**config.mk**
```make
export PLATFORM = sky130hd
export DESIGN_NAME = deck_dealer
export DESIGN_NICKNAME = d
export VERILOG_FILES = /design/src/rtl/deck_dealer.sv
export SDC_FILE = /design/constraint.sdc
export NUM_CORES = 2
export LEC_CHECK = 0
export CAP_MARGIN = 20
export CORE_UTILIZATION = 45
export DETAILED_ROUTE_END_ITERATION = 10
export MAX_ROUTING_LAYER = met4
export PLACE_DENSITY_LB_ADDON = 0.08
export SLEW_MARGIN = 20
export SYNTH_ARGS = -nofsm -noshare
export SYNTH_HDL_FRONTEND = slang
export SYNTH_SLANG_ARGS = --single-unit
```
**constraint.sdc**
```tcl
create_clock -name clk -period 23.5 [get_ports clk]
set_input_delay 3.525 -clock clk [delete_from_list [all_inputs] [get_ports clk]]
set_output_delay 3.525 -clock clk [all_outputs]
set_load 0.03 [all_outputs]
```
**src/rtl/deck_dealer.sv**
```systemverilog
// -----------------------------------------------------------------------------
// deck_dealer
//   Card source for the hand controller. A shuffle request rebuilds a 52-card
//   deck and shuffles it in place with Fisher-Yates, drawing swap indices from
//   a 16-bit Galois LFSR. Once shuffled, each deal request returns one card on
//   the following cycle.
//
// Ports
//   clk          in   system clock, rising edge
//   reset        in   asynchronous active-high reset, clears all state
//   shuffle_req  in   pulse: rebuild and shuffle (highest priority)
//   seed[15:0]   in   LFSR seed, sampled with shuffle_req (0 -> SEED_DEFAULT)
//   busy         out  high while the deck is being rebuilt/shuffled
//   ready        out  deck shuffled and at least one card left
//   deal_req     in   request one card
//   burn_req     in   (DECK_DEALER_BURN_EN only) discard the top card
//   deal_valid   out  pulse, deal_card is valid
//   deal_card    out  {suit[1:0], rank[3:0]}, rank 2..14
//   cards_left   out  undealt cards, 0..52
//   deal_err     out  pulse, illegal deal/burn request
//
// Configuration
//   DECK_DEALER_BURN_EN : adds the burn_req input.
// -----------------------------------------------------------------------------
module deck_dealer #(
    parameter logic [15:0] SEED_DEFAULT = 16'hACE1
) (
    input  logic        clk,
    input  logic        reset,
    input  logic        shuffle_req,
    input  logic [15:0] seed,
    output logic        busy,
    output logic        ready,
    input  logic        deal_req,
`ifdef DECK_DEALER_BURN_EN
    input  logic        burn_req,
`endif
    output logic        deal_valid,
    output logic [5:0]  deal_card,
    output logic [5:0]  cards_left,
    output logic        deal_err
);

    typedef enum logic [1:0] {
        ST_IDLE  = 2'd0,
        ST_LOAD  = 2'd1,
        ST_SHUF  = 2'd2,
        ST_READY = 2'd3
    } state_t;

    state_t      state_r;
    state_t      state_nxt_s;

    logic [5:0]  deck_r [0:51];
    logic [15:0] lfsr_r;
    logic [5:0]  i_r;
    logic [5:0]  ptr_r;
    logic [5:0]  cards_left_r;
    logic        busy_r;
    logic        ready_r;
    logic        deal_valid_r;
    logic [5:0]  deal_card_r;
    logic        deal_err_r;

    logic        burn_s;
    logic [5:0]  j_s;
    logic        accept_s;
    logic        take_deal_s;
    logic        take_burn_s;
    logic        err_s;
    logic [5:0]  consume_s;
    logic [5:0]  deal_idx_s;

    // One Galois step: shift right, fold taps in when the bit shifted out is 1.
    function automatic logic [15:0] lfsr_step(input logic [15:0] v);
        lfsr_step = {1'b0, v[15:1]} ^ (v[0] ? 16'hB400 : 16'h0000);
    endfunction

    // Card index 0..51 -> {suit, rank}; suit = k/13, rank = k%13 + 2.
    function automatic logic [5:0] card_of(input logic [5:0] k);
        logic [1:0] suit;
        logic [5:0] off;
        if (k < 6'd13) begin
            suit = 2'd0;
            off  = k;
        end else if (k < 6'd26) begin
            suit = 2'd1;
            off  = k - 6'd13;
        end else if (k < 6'd39) begin
            suit = 2'd2;
            off  = k - 6'd26;
        end else begin
            suit = 2'd3;
            off  = k - 6'd39;
        end
        card_of = {suit, off[3:0] + 4'd2};
    endfunction

`ifdef DECK_DEALER_BURN_EN
    assign burn_s = burn_req;
`else
    assign burn_s = 1'b0;
`endif

    assign j_s        = lfsr_r[5:0];
    assign accept_s   = (j_s <= i_r);
    assign consume_s  = {5'd0, take_deal_s} + {5'd0, take_burn_s};
    // A burn in the same cycle pushes the dealt card one slot further down.
    assign deal_idx_s = ptr_r + {5'd0, take_burn_s};

    assign busy       = busy_r;
    assign ready      = ready_r;
    assign deal_valid = deal_valid_r;
    assign deal_card  = deal_card_r;
    assign cards_left = cards_left_r;
    assign deal_err   = deal_err_r;

    // State register.
    always_ff @(posedge clk or posedge reset) begin
        if (reset) begin
            state_r <= ST_IDLE;
        end else begin
            state_r <= state_nxt_s;
        end
    end

    // Next state and request classification; shuffle_req silently wins over deals.
    always_comb begin
        state_nxt_s = state_r;
        take_deal_s = 1'b0;
        take_burn_s = 1'b0;
        err_s       = 1'b0;
        if (shuffle_req) begin
            state_nxt_s = ST_LOAD;
        end else begin
            case (state_r)
                ST_IDLE: begin
                    err_s = deal_req | burn_s;
                end
                ST_LOAD: begin
                    state_nxt_s = ST_SHUF;
                    err_s       = deal_req | burn_s;
                end
                ST_SHUF: begin
                    err_s = deal_req | burn_s;
                    if (accept_s && (i_r == 6'd1)) begin
                        state_nxt_s = ST_READY;
                    end else begin
                        state_nxt_s = ST_SHUF;
                    end
                end
                ST_READY: begin
                    if (cards_left_r == 6'd0) begin
                        err_s = deal_req | burn_s;
                    end else if (burn_s) begin
                        take_burn_s = 1'b1;
                        if (deal_req && (cards_left_r == 6'd1)) begin
                            err_s = 1'b1;
                        end else begin
                            take_deal_s = deal_req;
                        end
                    end else begin
                        take_deal_s = deal_req;
                    end
                end
                default: begin
                    state_nxt_s = ST_IDLE;
                end
            endcase
        end
    end

    // Deck storage: parallel rebuild in LOAD, one swap per accepted SHUF step.
    always_ff @(posedge clk or posedge reset) begin
        if (reset) begin
            for (int k = 0; k < 52; k++) begin
                deck_r[k] <= 6'd0;
            end
        end else if (!shuffle_req) begin
            if (state_r == ST_LOAD) begin
                for (int k = 0; k < 52; k++) begin
                    deck_r[k] <= 6'(k);
                end
            end else if ((state_r == ST_SHUF) && accept_s) begin
                deck_r[i_r] <= deck_r[j_s];
                deck_r[j_s] <= deck_r[i_r];
            end
        end
    end

    // Shuffle control, deal pointer, card counter and registered outputs.
    always_ff @(posedge clk or posedge reset) begin
        if (reset) begin
            lfsr_r       <= 16'd0;
            i_r          <= 6'd0;
            ptr_r        <= 6'd0;
            cards_left_r <= 6'd0;
            busy_r       <= 1'b0;
            ready_r      <= 1'b0;
            deal_valid_r <= 1'b0;
            deal_card_r  <= 6'd0;
            deal_err_r   <= 1'b0;
        end else begin
            deal_valid_r <= take_deal_s;
            deal_err_r   <= err_s;
            if (take_deal_s) begin
                deal_card_r <= card_of(deck_r[deal_idx_s]);
            end
            if (shuffle_req) begin
                // Seed is latched here so LOAD only has to rebuild the deck.
                lfsr_r       <= (seed == 16'd0) ? SEED_DEFAULT : seed;
                busy_r       <= 1'b1;
                ready_r      <= 1'b0;
                cards_left_r <= 6'd0;
                ptr_r        <= 6'd0;
            end else begin
                case (state_r)
                    ST_LOAD: begin
                        i_r <= 6'd51;
                    end
                    ST_SHUF: begin
                        lfsr_r <= lfsr_step(lfsr_r);
                        if (accept_s && (i_r == 6'd1)) begin
                            busy_r       <= 1'b0;
                            ready_r      <= 1'b1;
                            cards_left_r <= 6'd52;
                            ptr_r        <= 6'd0;
                        end else if (accept_s) begin
                            i_r <= i_r - 6'd1;
                        end
                    end
                    ST_READY: begin
                        if (consume_s != 6'd0) begin
                            ptr_r        <= ptr_r + consume_s;
                            cards_left_r <= cards_left_r - consume_s;
                            ready_r      <= (cards_left_r != consume_s);
                        end
                    end
                    default: begin
                    end
                endcase
            end
        end
    end

endmodule

```
==> results.toml <==
[sta]
finalClockSkew_ns = 0.03856
fin_ws_ns = 17.13
relSlewSlack_pct = 11.15
fin_crit_ns = 6.372
worst_pin_slew_ns = 1.327
slew_violations = 0
timing.final.crit_share_pct = 27.12
fin_setup_tns_ns = 0
hold_violations = 0
rsz0062_at_grt = "false"
finalSetupViolations = 0
fmax_ghz = 0.1569

[critical_path]
worst-endpoint-arrival_ns = 6.87
rr_startpoint = "ptr_r[0]"
crit_path_max_fanout = 66
cp_data_required_time_ns = 23.99
rr_worst_depth = 18
startpoint_type = "input port"
crit_path_end_kind = "register"
worstSetupPathType = "in2reg"
r2r_setup_slack_ns = 17.62
reg2reg_to = "deal_card[3]"

[power_and_ir_drop]
powerDensity_nw_per_um2 = 77.71
ir_worst_vdd_mv = 0.05133
power_mw = 2.157
p_leak_nw = 9.660

[placement]
gp_congestion = 1.079
portBuffers = 35
post-place-ws_ns = 16.65
dp_hpwl_um = 83970

[min_path]
hold_path.class = "reg2reg"
hp-start = "deal_card[2]"
holdPathEnd = "deal_card[2]"
hold_depth = 2

[synthesis]
netlist_area_um2 = 25330
synth_top_area_share_pct = 35.37
synth.area.mux_share_pct = 8.908
synthCells = 2947
ys_warn_count = 0
ys_ff_latch = 358
synthSimpleGateAreaFrac_pct = 15.53
seq_area_frac_synth_pct = 35.37
synthFlopType = "dfrtp_1"
yosysTopAreaCell = "dfrtp_1"
synth_compound_area_share_pct = 33.14
yosysUniqueCellTypes = 93
synth_top_family_by_area = "compound AO/OA/AOI/OAI gates"
synth_edf_count = 0
synth_fa_ha_area_share_pct = 0.8893
ys_async_sr_fraction_pct = 100.0
synth_nets = 2985
synthXorXnorAreaFrac_pct = 0.3804
netlist_top_cells_area = "dfrtp_1 (35%), a22oi_1 (5.8%), nand2_1 (5.5%)"
syn_avg_cell_area_um2 = 8.594

[cts]
tritoncts = "built"
cts_hold_buf = 0
cts_setup_buffers = 0
cts_resized = 0
root_buffer = "clkbuf_16"
path_clk_slew_ns = 0.06
clkLatencyLatePin_ns = 0.62
clkSinkCount = 358
clockBufferDepth = 3
numCtsBuffers = 44
cts_htree_levels = 2

[floorplanning]
fp.coreArea_um2 = 55310
fp.dieW_um = 239.2
dieArea_um2 = 57230
die_y_um = 239.2
start_util_pct = 45.79
ios = 36
fp-row-count = 86

[global_routing]
grt_max_degree = 123
grt_pass1_vias = 25840
antenna_found_initial = 3
grt_usage_pct = 47.10
grt-ovfl-total = 0
grt_pass1_wl_um = 188300

[run_status]
status = "complete, no violations"

[route]
avgRoutedWirePerCell_um = 36.55
post-route-drc-count = 0
vias_per_cell = 7.762
drt_wl_total_um = 132300
ant_nets = 0
drt_iter0_drc = 5002
detail_route.first_pass.iterations = 9
route.vias.total = 28100

[final_layout]
multi_input_area_um2 = 15140
layout-drive-gt1-share_pct = 10.29
final-seq-area_um2 = 8967
fill_cells = 5323
area_growth_syn_to_layout_pct = 9.604
mostFrequentLayoutCell = "nand2_1"
final_nets = 2875
layout_common_cells = "nand2_1 (372), dfrtp_1 (355), nor2_1 (232), o21ai_0 (210), o22ai_1 (197)"

[job]
drv_cap = 0
worst max-delay path, stage by stage:
cell             delay (ns)
clkdlybuf4s50_1        0.46
buf_4                  0.29
inv_2                  0.26
nand2_4                0.63
buf_4                  0.74
a21oi_1                0.21
or2_2                  0.38
o22a_1                 0.21
registers in the layout, summed over array words and instances (netlist names):
register    flops
deck_r        312
lfsr_r         16
cards_left      6
deal_card       6
i_r             6
ptr_r           6
state_r         2
busy            1
deal_err        1
deal_valid      1
ready           1
area by class of cell:
type / count / area share [%]
Multi-Input combinational cell: 2257 / 54.54
Sequential cell: 358 / 32.31
Clock buffer: 61 / 4.453
Timing Repair Buffer: 120 / 3.561
Tap cell: 748 / 3.372
Clock inverter: 15 / 0.9421
Inverter: 56 / 0.7843
Antenna cell: 5 / 0.04508
how the worst max path moves through the flow:
stage / startpoint / end / slack, ns / cells past startpoint
6_report: shuffle_req / deck_r[135] / 17.13 / 8
5_1_grt: shuffle_req / deck_r[308] / 16.96 / 8
4_1_cts: shuffle_req / deck_r[135] / 17.24 / 8
3_5_place_dp: shuffle_req / deck_r[135] / 16.65 / 8
3_3_place_gp: shuffle_req / deck_r[135] / 16.69 / 8
2_1_floorplan: reset / busy / 10.04 / 1
through the flow:
stage | cells | area (um^2) | utilization, % | hold slack [ns]
3_5_place_dp | 3539 | 26250 | 47.46 | 0.4705
5_1_grt | 3619 | 27760 | 50.18 | 0.5201
4_1_cts | 3615 | 27750 | 50.17 | 0.4848
2_1_floorplan | 2947 | 25330 | - | 0.4729
6_report | 3620 | 27760 | 50.19 | 0.4816
3_3_place_gp | 3539 | 26250 | 47.46 | 0.4657
logic make-up after synthesis:
family | count (synthesis)
DFF | 358
AOI/OAI and AO/OA | 1201
adders and majority gates | 18
and+or+nand+nor | 885
xor gates and xnor gates | 11
buffers and inverters | 332
muxes | 142
synthesized netlist by cell type (all sizes together) (62+ instances only):
cell    count
nand2     374
a21oi     148
a22oi     194
nor2      234
o22ai     197
nand3      99
dfrtp     358
o211ai     62
buf       121
clkbuf    155
o21ai     227
a22o       89
layer usage:
layer	track usage, %	routed length (um)	part of all wire [%]	vias to the layer above
li1	-	-	-	11220
met1	60.01	48850	37	13640
met2	63.79	53000	40	2538
met3	15.60	19960	15	700
met4	29.62	10490	7.9	0
met5	-	0	0	-
where the power goes:
part / leakage [nW] / switching [mW] / total, mW / internal, mW
logic: 4.60 / 0.544 / 0.692 / 0.148
registers: 4.33 / 0.0657 / 0.726 / 0.660
clock network: 0.736 / 0.297 / 0.740 / 0.443
total: 9.66 / 0.906 / 2.16 / 1.25
(Power assumes the default switching activity.)
